==> config.mk <==
export PLATFORM = sky130hd
export DESIGN_NAME = alu_button_sequencer
export DESIGN_NICKNAME = d
export VERILOG_FILES = /design/src/rtl/alu_button_sequencer.sv
export SDC_FILE = /design/constraint.sdc
export NUM_CORES = 1
export LEC_CHECK = 0
export BUFFER_PORTS_ARGS = -buffer_cell sky130_fd_sc_hd__buf_2
export CAP_MARGIN = 20
export CORE_AREA = 2 2 79 81
export CTS_BUF_LIST = sky130_fd_sc_hd__clkbuf_4 sky130_fd_sc_hd__clkbuf_8
export DETAILED_ROUTE_END_ITERATION = 16
export DIE_AREA = 0 0 81 83
export PLACE_DENSITY = 0.88
export SLEW_MARGIN = 20
export SYNTH_ARGS = -nofsm -noshare
export SYNTH_HDL_FRONTEND = slang
export SYNTH_HIERARCHICAL = 1
export SYNTH_SLANG_ARGS = --single-unit
==> constraint.sdc <==
create_clock -name clk -period 2.6 [get_ports clk]
set_clock_uncertainty 0.2 [all_clocks]
set_input_delay 0.52 -clock clk [delete_from_list [all_inputs] [get_ports clk]]
set_output_delay 0.52 -clock clk [all_outputs]
set_load 0.01 [all_outputs]
==> src/rtl/alu_button_sequencer.sv <==
// alu_button_sequencer: debounces five raw pushbuttons, arbitrates presses
// (U>L>C>R>D), latches switch operands, drives one-hot op lines to an external
// combinational ALU and captures its result into a held LED register.
// Optional build macro: ALU_SEQ_ACCUMULATE_EN (operand A from previous result,
// btnC with btnD held acts as a clear).

// Per-button 2-flop synchronizer plus stability-counter debouncer.
module alu_button_sequencer_debounce #(
    parameter int DEBOUNCE_CYCLES = 16
) (
    input  logic clk,
    input  logic rst_n,
    input  logic raw,
    output logic level
);
    localparam int CW = $clog2(DEBOUNCE_CYCLES);

    logic          s1, s2;
    logic [CW-1:0] cnt;

    // Synchronize, then flip the level after DEBOUNCE_CYCLES differing samples.
    always_ff @(posedge clk or negedge rst_n) begin
        if (!rst_n) begin
            s1    <= 1'b0;
            s2    <= 1'b0;
            cnt   <= '0;
            level <= 1'b0;
        end else begin
            s1 <= raw;
            s2 <= s1;
            if (s2 == level) begin
                cnt <= '0;
            end else if (cnt == CW'(DEBOUNCE_CYCLES - 1)) begin
                level <= ~level;
                cnt   <= '0;
            end else begin
                cnt <= cnt + 1'b1;
            end
        end
    end
endmodule

module alu_button_sequencer #(
    parameter int DEBOUNCE_CYCLES = 16,
    parameter int SETTLE_CYCLES   = 2
) (
    input  logic       clk,
    input  logic       rst_n,
    input  logic [7:0] sw_a,
    input  logic [7:0] sw_b,
    input  logic       btnU_raw,
    input  logic       btnL_raw,
    input  logic       btnC_raw,
    input  logic       btnR_raw,
    input  logic       btnD_raw,
    input  logic [7:0] alu_led,
    output logic [7:0] a,
    output logic [7:0] b,
    output logic       btnU,
    output logic       btnL,
    output logic       btnC,
    output logic       btnR,
    output logic       btnD,
    output logic [7:0] led,
    output logic       busy,
    output logic       done,
    output logic       dropped
);
    localparam int SW = (SETTLE_CYCLES > 1) ? $clog2(SETTLE_CYCLES) : 1;

    typedef enum logic [1:0] {IDLE, APPLY, CAPTURE} state_t;

    // Bit 0 is the highest-priority button so the lowest set bit wins.
    logic [4:0] raw_vec, lvl, lvl_q, press, win, losers;
    logic [4:0] btn, btn_nx;
    logic [7:0] a_nx, b_nx, led_nx, a_src;
    logic       busy_nx, done_nx, dropped_nx, clear_hit;
    logic [SW-1:0] scnt, scnt_nx;
    state_t     state, state_nx;

    assign raw_vec = {btnD_raw, btnR_raw, btnC_raw, btnL_raw, btnU_raw};

    alu_button_sequencer_debounce #(.DEBOUNCE_CYCLES(DEBOUNCE_CYCLES)) u_deb [4:0] (
        .clk   (clk),
        .rst_n (rst_n),
        .raw   (raw_vec),
        .level (lvl)
    );

    // Delayed debounced levels for rising-edge (press) detection.
    always_ff @(posedge clk or negedge rst_n) begin
        if (!rst_n) lvl_q <= '0;
        else        lvl_q <= lvl;
    end

    assign press  = lvl & ~lvl_q;
    assign win    = press & (~press + 5'd1);
    assign losers = press & ~win;

`ifdef ALU_SEQ_ACCUMULATE_EN
    assign clear_hit = win[2] & lvl[4];
    assign a_src     = led;
`else
    assign clear_hit = 1'b0;
    assign a_src     = sw_a;
`endif

    // Next-state and next-output logic for the sequencer.
    always_comb begin
        state_nx   = state;
        scnt_nx    = scnt;
        a_nx       = a;
        b_nx       = b;
        btn_nx     = btn;
        led_nx     = led;
        busy_nx    = busy;
        done_nx    = 1'b0;
        dropped_nx = 1'b0;
        case (state)
            IDLE: begin
                dropped_nx = |losers;
                if (|win) begin
                    if (clear_hit) begin
                        led_nx  = '0;
                        a_nx    = '0;
                        done_nx = 1'b1;
                    end else begin
                        a_nx     = a_src;
                        b_nx     = sw_b;
                        btn_nx   = win;
                        busy_nx  = 1'b1;
                        scnt_nx  = '0;
                        state_nx = APPLY;
                    end
                end
            end
            APPLY: begin
                dropped_nx = |press;
                scnt_nx    = scnt + 1'b1;
                if (scnt == SW'(SETTLE_CYCLES - 1)) state_nx = CAPTURE;
            end
            CAPTURE: begin
                dropped_nx = |press;
                led_nx     = alu_led;
                done_nx    = 1'b1;
                btn_nx     = '0;
                busy_nx    = 1'b0;
                state_nx   = IDLE;
            end
            default: state_nx = IDLE;
        endcase
    end

    // State and registered outputs.
    always_ff @(posedge clk or negedge rst_n) begin
        if (!rst_n) begin
            state   <= IDLE;
            scnt    <= '0;
            a       <= '0;
            b       <= '0;
            btn     <= '0;
            led     <= '0;
            busy    <= 1'b0;
            done    <= 1'b0;
            dropped <= 1'b0;
        end else begin
            state   <= state_nx;
            scnt    <= scnt_nx;
            a       <= a_nx;
            b       <= b_nx;
            btn     <= btn_nx;
            led     <= led_nx;
            busy    <= busy_nx;
            done    <= done_nx;
            dropped <= dropped_nx;
        end
    end

    assign {btnD, btnR, btnC, btnL, btnU} = btn;
endmodule

Word level (Yosys, flattened, before mapping)
Cells that the tools add are included.
Widths: inputs -> output; s select.
{"block": "op_classes", "addsub": 7, "eq_ne": 14, "mux": 21, "bitwise": 16, "reduce_logical": 16}
{"cell": "$mux 4", "count": 10}
{"cell": "$add 4x1->4 const B", "count": 5}
{"cell": "$eq 4x4->1 const B", "count": 5}
{"cell": "$reduce_and 2->1", "count": 9}
{"cell": "$and 5x5->5", "count": 3}
{"cell": "$not 5->5", "count": 3}
{"cell": "$reduce_or 5->1", "count": 3}
{"cell": "$not 1->1", "count": 10}
{"cell": "$pmux 5 s2", "count": 1}
{"cell": "$pmux 1 s2", "count": 3}
{"cell": "$add 5x1->5 const B", "count": 1}
{"cell": "$eq 1x1->1", "count": 5}
{"cell": "$mux 5", "count": 1}
{"cell": "$mux 2", "count": 2}
{"cell": "$ne 2x2->1 const B", "count": 2}
{"cell": "$pmux 2 s2", "count": 1}
{"cell": "$reduce_bool 2->1", "count": 2}
{"cell": "$mux 1", "count": 3}
{"cell": "$eq 2x1->1 const B", "count": 1}
{"cell": "$eq 2x2->1 const B", "count": 1}
{"cell": "$logic_not 2->1", "count": 1}
{"cell": "$reduce_or 2->1", "count": 1}
{"cell": "$add 1x1->1 const B", "count": 1}
{"block": "word_totals", "reg_bits": 75, "inputBits": 31, "wordCells": 104}

Longest topological paths before layout
{"block": "logic_depth", "word_depth": 9, "mapped_depth": 7, "depth_no_buf": 6}

Modules after synthesis
Netlist, hierarchy kept.
{"module": "alu_button_sequencer", "instances": 1, "cells_per_inst": 128, "area_per_inst_um2": 1747.9, "seq_area_each_um2": 1001.0}
{"module": "alu_button_sequencer_debounce", "instances": 5, "cells_per_inst": 20, "area_per_inst_um2": 280.3, "seq_area_each_um2": 175.2}

Worst setup path after synthesis
Ideal clock, no wire load.
{"block": "synth_timing", "path_kind": "flip-flop to flip-flop", "from": "reg u_deb[0].level", "to": "reg a[3]", "arrival_time_ps": 1641, "t_required_ps": 2275, "slack_ps": 634, "path_stages_with_launch": 8, "path_buffers": 2, "period_less_slack_ps": 1966, "cell_sequence": "dfrtp_1 nor2b_4 buf_6 nor4_4 nand2_4 nand2_8 buf_12 mux2_4"}
{"block": "synth_between", "elab_chain_cells": 6}
{"item": "start, declared", "line": "14", "source": "output logic level"}
{"item": "start signal, assigned", "line": "34", "source": "level <= ~level;"}
{"item": "$and 5x5->5 (*)", "line": "96", "source": "assign press = lvl & ~lvl_q;"}
{"item": "$not 5->5", "line": "97", "source": "assign win = press & (~press + 5'd1);"}
{"item": "$add 5x1->5", "line": "97"}
{"item": "$and 5x5->5 (*)", "line": "97"}
{"item": "$reduce_or 5->1 (*)", "line": "122", "source": "if (|win) begin"}
{"item": "$reduce_and 2->1 (no source line) (*)"}
{"item": "end signal, assigned", "line": "169", "source": "a <= a_nx;"}
{"item": "end, declared", "line": "57", "source": "output logic [7:0] a,"}
Mark *: on every way between the ends. The rest lies on a longest branch, timed or not.
A chain may end at the register's enable or synchronous reset.

Worst setup path in the final report
{"block": "layout_timing", "from": "reg u_deb[1].level", "to": "reg a[0]"}
{"block": "layout_between", "elab_chain_cells": 6}
{"item": "start, declared", "line": "14"}
{"item": "start signal, assigned", "line": "34"}
{"item": "$and 5x5->5 (*)", "line": "96"}
{"item": "$not 5->5", "line": "97"}
{"item": "$add 5x1->5", "line": "97"}
{"item": "$and 5x5->5 (*)", "line": "97"}
{"item": "$reduce_or 5->1 (*)", "line": "122"}
{"item": "$reduce_and 2->1 (no source line) (*)"}
Marks and branches as above.

==> impl_results.md <==
* Slew Limit Headroom at 0.565
* Cell variety after synth at 35
* Post-synth top area share at 0.596
* Total track usage at 0.203
* Multi-input gate area at between 0.001 and 0.0015 mm²
* Power Density at ~630 mW/mm²
* Seq/Total Area, Yosys at 0.596
* RSZ-0062 raised after global routing: false
* Worst slew pin tran at approximately 0.65 ns
* Pleak at ~0.0019 µW
* Synth area leader: dfrtp_1
* Min Tclk post-route at slightly above 2 ns
* Synth Flop Type: dfrtp_1
* # diodes at 0
* Nets at around 340
* Final Util at 0.647
* Syn Inst Count at ~230
* Yosys reg bits at 75
* Dpl hpwl at ~4.3 mm
* Clk sink count at 75
* Switching fraction of total power at 0.231
* Post-synth ARST share at 1.00
* Post-CTS Hold Fix Bufs at 1
* Internal at between 1500 and 2000 µW
* Fill count at around 430
* Synthesized Nets at between 200 and 300
* Final Cycle Share at 0.794
* CP max-delay cell: dfrtp_1
* Clk buf depth at 2
* Vias in the first global route at approximately 2100
* WL/cell at 15.8 µm
* Crit path kind: flip-flop to flip-flop
* Antenna violations before repair at 0
* Number of synthesized flops with an enable pin at 0
* Worst endpoint data arrival time at ~2.1 ns
* Sequential cell area at ~0.0019 mm²
* TNS Setup at 0 ns
* Die Width at around 81 µm
* Worst IR Drop VDD at roughly 450 µV
* Worst skew pair latency at ~0.34 ns
* Die Y at about 83 µm
* Setup WS pre-CTS at approximately 0.56 ns
* Final Power at approximately 2400 µW
* Synth area leaders: dfrtp_1 (60%), mux2_4 (7.2%), mux2_2 (5.0%)
* Clock share of power at 0.392
* Max-slew violations at 0
* Max-cap viol count at 0
* Combinational fraction of design power at 0.078
* # resized after CTS at 0
* Routed WL at roughly 6 mm
* Ys Warns at 6
* Core box area at approximately 0.0058 mm²
* Crit end category: flip-flop
* Total CTS buffers at 9
* Routed via count at roughly 2000
* Total die area at roughly 0.0067 mm²
* Max H-tree Level at 3
* Initial Util at 0.542
* Clock-pin slew on the worst setup and hold paths at around 0.070 ns
* Worst hold path class: input pin to flip-flop
* TritonCTS clock tree: built
* # rows at 28
* Most frequent cell after synthesis: dfrtp_1
* Share of cells above drive strength 1 at 0.414
* Crit Path Max Fanout at 16
* Synth Cell Area at 0.00315 mm²
* Final Setup Violations at 0
* Global-route wire length before repair at 10.2 mm
* Worst path cell trace: nor2b_2 -> nor4_4 -> nand2_4 -> nand2_8 -> mux2_2
* Post-synth top cells: dfrtp_1 (75), a21oi_1 (20), mux2_4 (15)
* I/O pins at 63
* Port Buf Inserts at 62
* Area delta synth->final at 19.4%
* Setup ws final at 0.537 ns
* Fmax at approximately 0.48 GHz
* Root buffer cell: clkbuf_8
* Switching power at between 500 and 600 µW
* GPL Wtd Cong at around 0.75
* Reg power frac at 0.529
* # Post-CTS Setup Buffers at 0
* Final Hold Viols at 0
* Routed vias/inst at ~5.2
* WP data required at about 2.6 ns
* Drt initial violations at approximately 110
* Antenna Nets Post-Route at 0
* Outcome: finished, final reports clean
* Critical Path Max Stage Delay at approximately 0.42 ns
* DR DRC count at 0
* Global route overflow at 0
* Mean Syn Cell Area at between 10 and 15 µm²
* Startpoint Class: flip-flop
* Largest net degree at the start of global routing at 43
* DRT Pass-1 Iters at 4
## cell families after synthesis
group / synth area share
compound gates: 0.0568
xor+xnor: 0.0306
fa+ha+maj: 0.0389
buf+inv: 0.0238
flops: 0.596
mux: 0.125
simple gates: 0.129
## metal layers
metal | vias up | wire length (µm) | track usage
met1 | 989 | 2380 | 0.250
met5 | - | 0 | 0
met3 | 15 | 231 | 0.0587
met2 | 47 | 3200 | 0.326
li1 | 934 | - | -
met4 | 0 | 158 | 0.0924
## power by group through the flow
stage          Sequential (µW)  Clock, µW  Combinational [µW]
2_1_floorplan             1270          0                94.2
3_3_place_gp              1270          0                 176
3_5_place_dp              1270          0                 185
4_1_cts                   1250        955                 188
5_1_grt                   1260        998                 208
6_report                  1250        926                 185
## sequential cells by signal (all words and copies together), names as in the netlist, 2 cells and up
register     count
b                8
lvl_q            5
a                8
state            2
btn              5
u_deb/cnt       20
u_deb/level      5
led              8
u_deb/s1         5
u_deb/s2         5
## stage by stage
stage	cell area, µm²	cells	hold slack (ns)
4_1_cts	3760	379	0.0625
2_1_floorplan	3150	228	0.0244
6_report	3760	379	0.0835
3_5_place_dp	3540	362	0.135
3_3_place_gp	3540	362	0.132
5_1_grt	3760	379	0.0623
## final timing paths
| kind | start | endpoint | slack (ns) | depth (start not counted) |
|---|---|---|---|---|
| max in group asynchronous | rst_n | u_deb[4]/cnt[1] | 1.16 | 3 |
| max reg2reg | u_deb[1]/level | a[0] | 0.54 | 5 |
| min reg2reg | u_deb[1]/s1 | u_deb[1]/s2 | 0.15 | 0 |
| min in group asynchronous | rst_n | u_deb[2]/s1 | 0.50 | 2 |
| min | btnC_raw | u_deb[2]/s1 | 0.08 | 1 |
| max | u_deb[1]/level | a[0] | 0.54 | 5 |
## worst max-delay path, delay by kind of cell, from the launching register on
family	cells	cell delay, ns
DFF	1	0.42
and+or+nand+nor	4	0.96
muxes	1	0.36
## area by class of cell
type                            count  area share
Inverter                            8     0.00798
Sequential cell                    75       0.499
Timing Repair Buffer               65      0.0931
Clock buffer                       12      0.0439
Tap cell                           75      0.0250
Multi-Input combinational cell    140       0.318
Clock inverter                      4      0.0126
## layout by cell type (no fill, tap or decap), drive strengths merged, types with 2 or more instances in the layout
cell	netlist	layout
dfrtp	75	75
clkbuf	1	12
and3	2	2
clkinv	0	2
mux2	29	29
nor3	2	2
a21oi	20	20
xnor2	11	11
nor4	2	2
nand2b	2	2
nand4b	5	5
nor2b	9	9
nand3	6	6
nor3b	6	6
nor2	7	7
ha	9	9
buf	4	64
nand2	11	11
inv	8	8
o21ai	13	13
(Power assumes the default switching activity.)
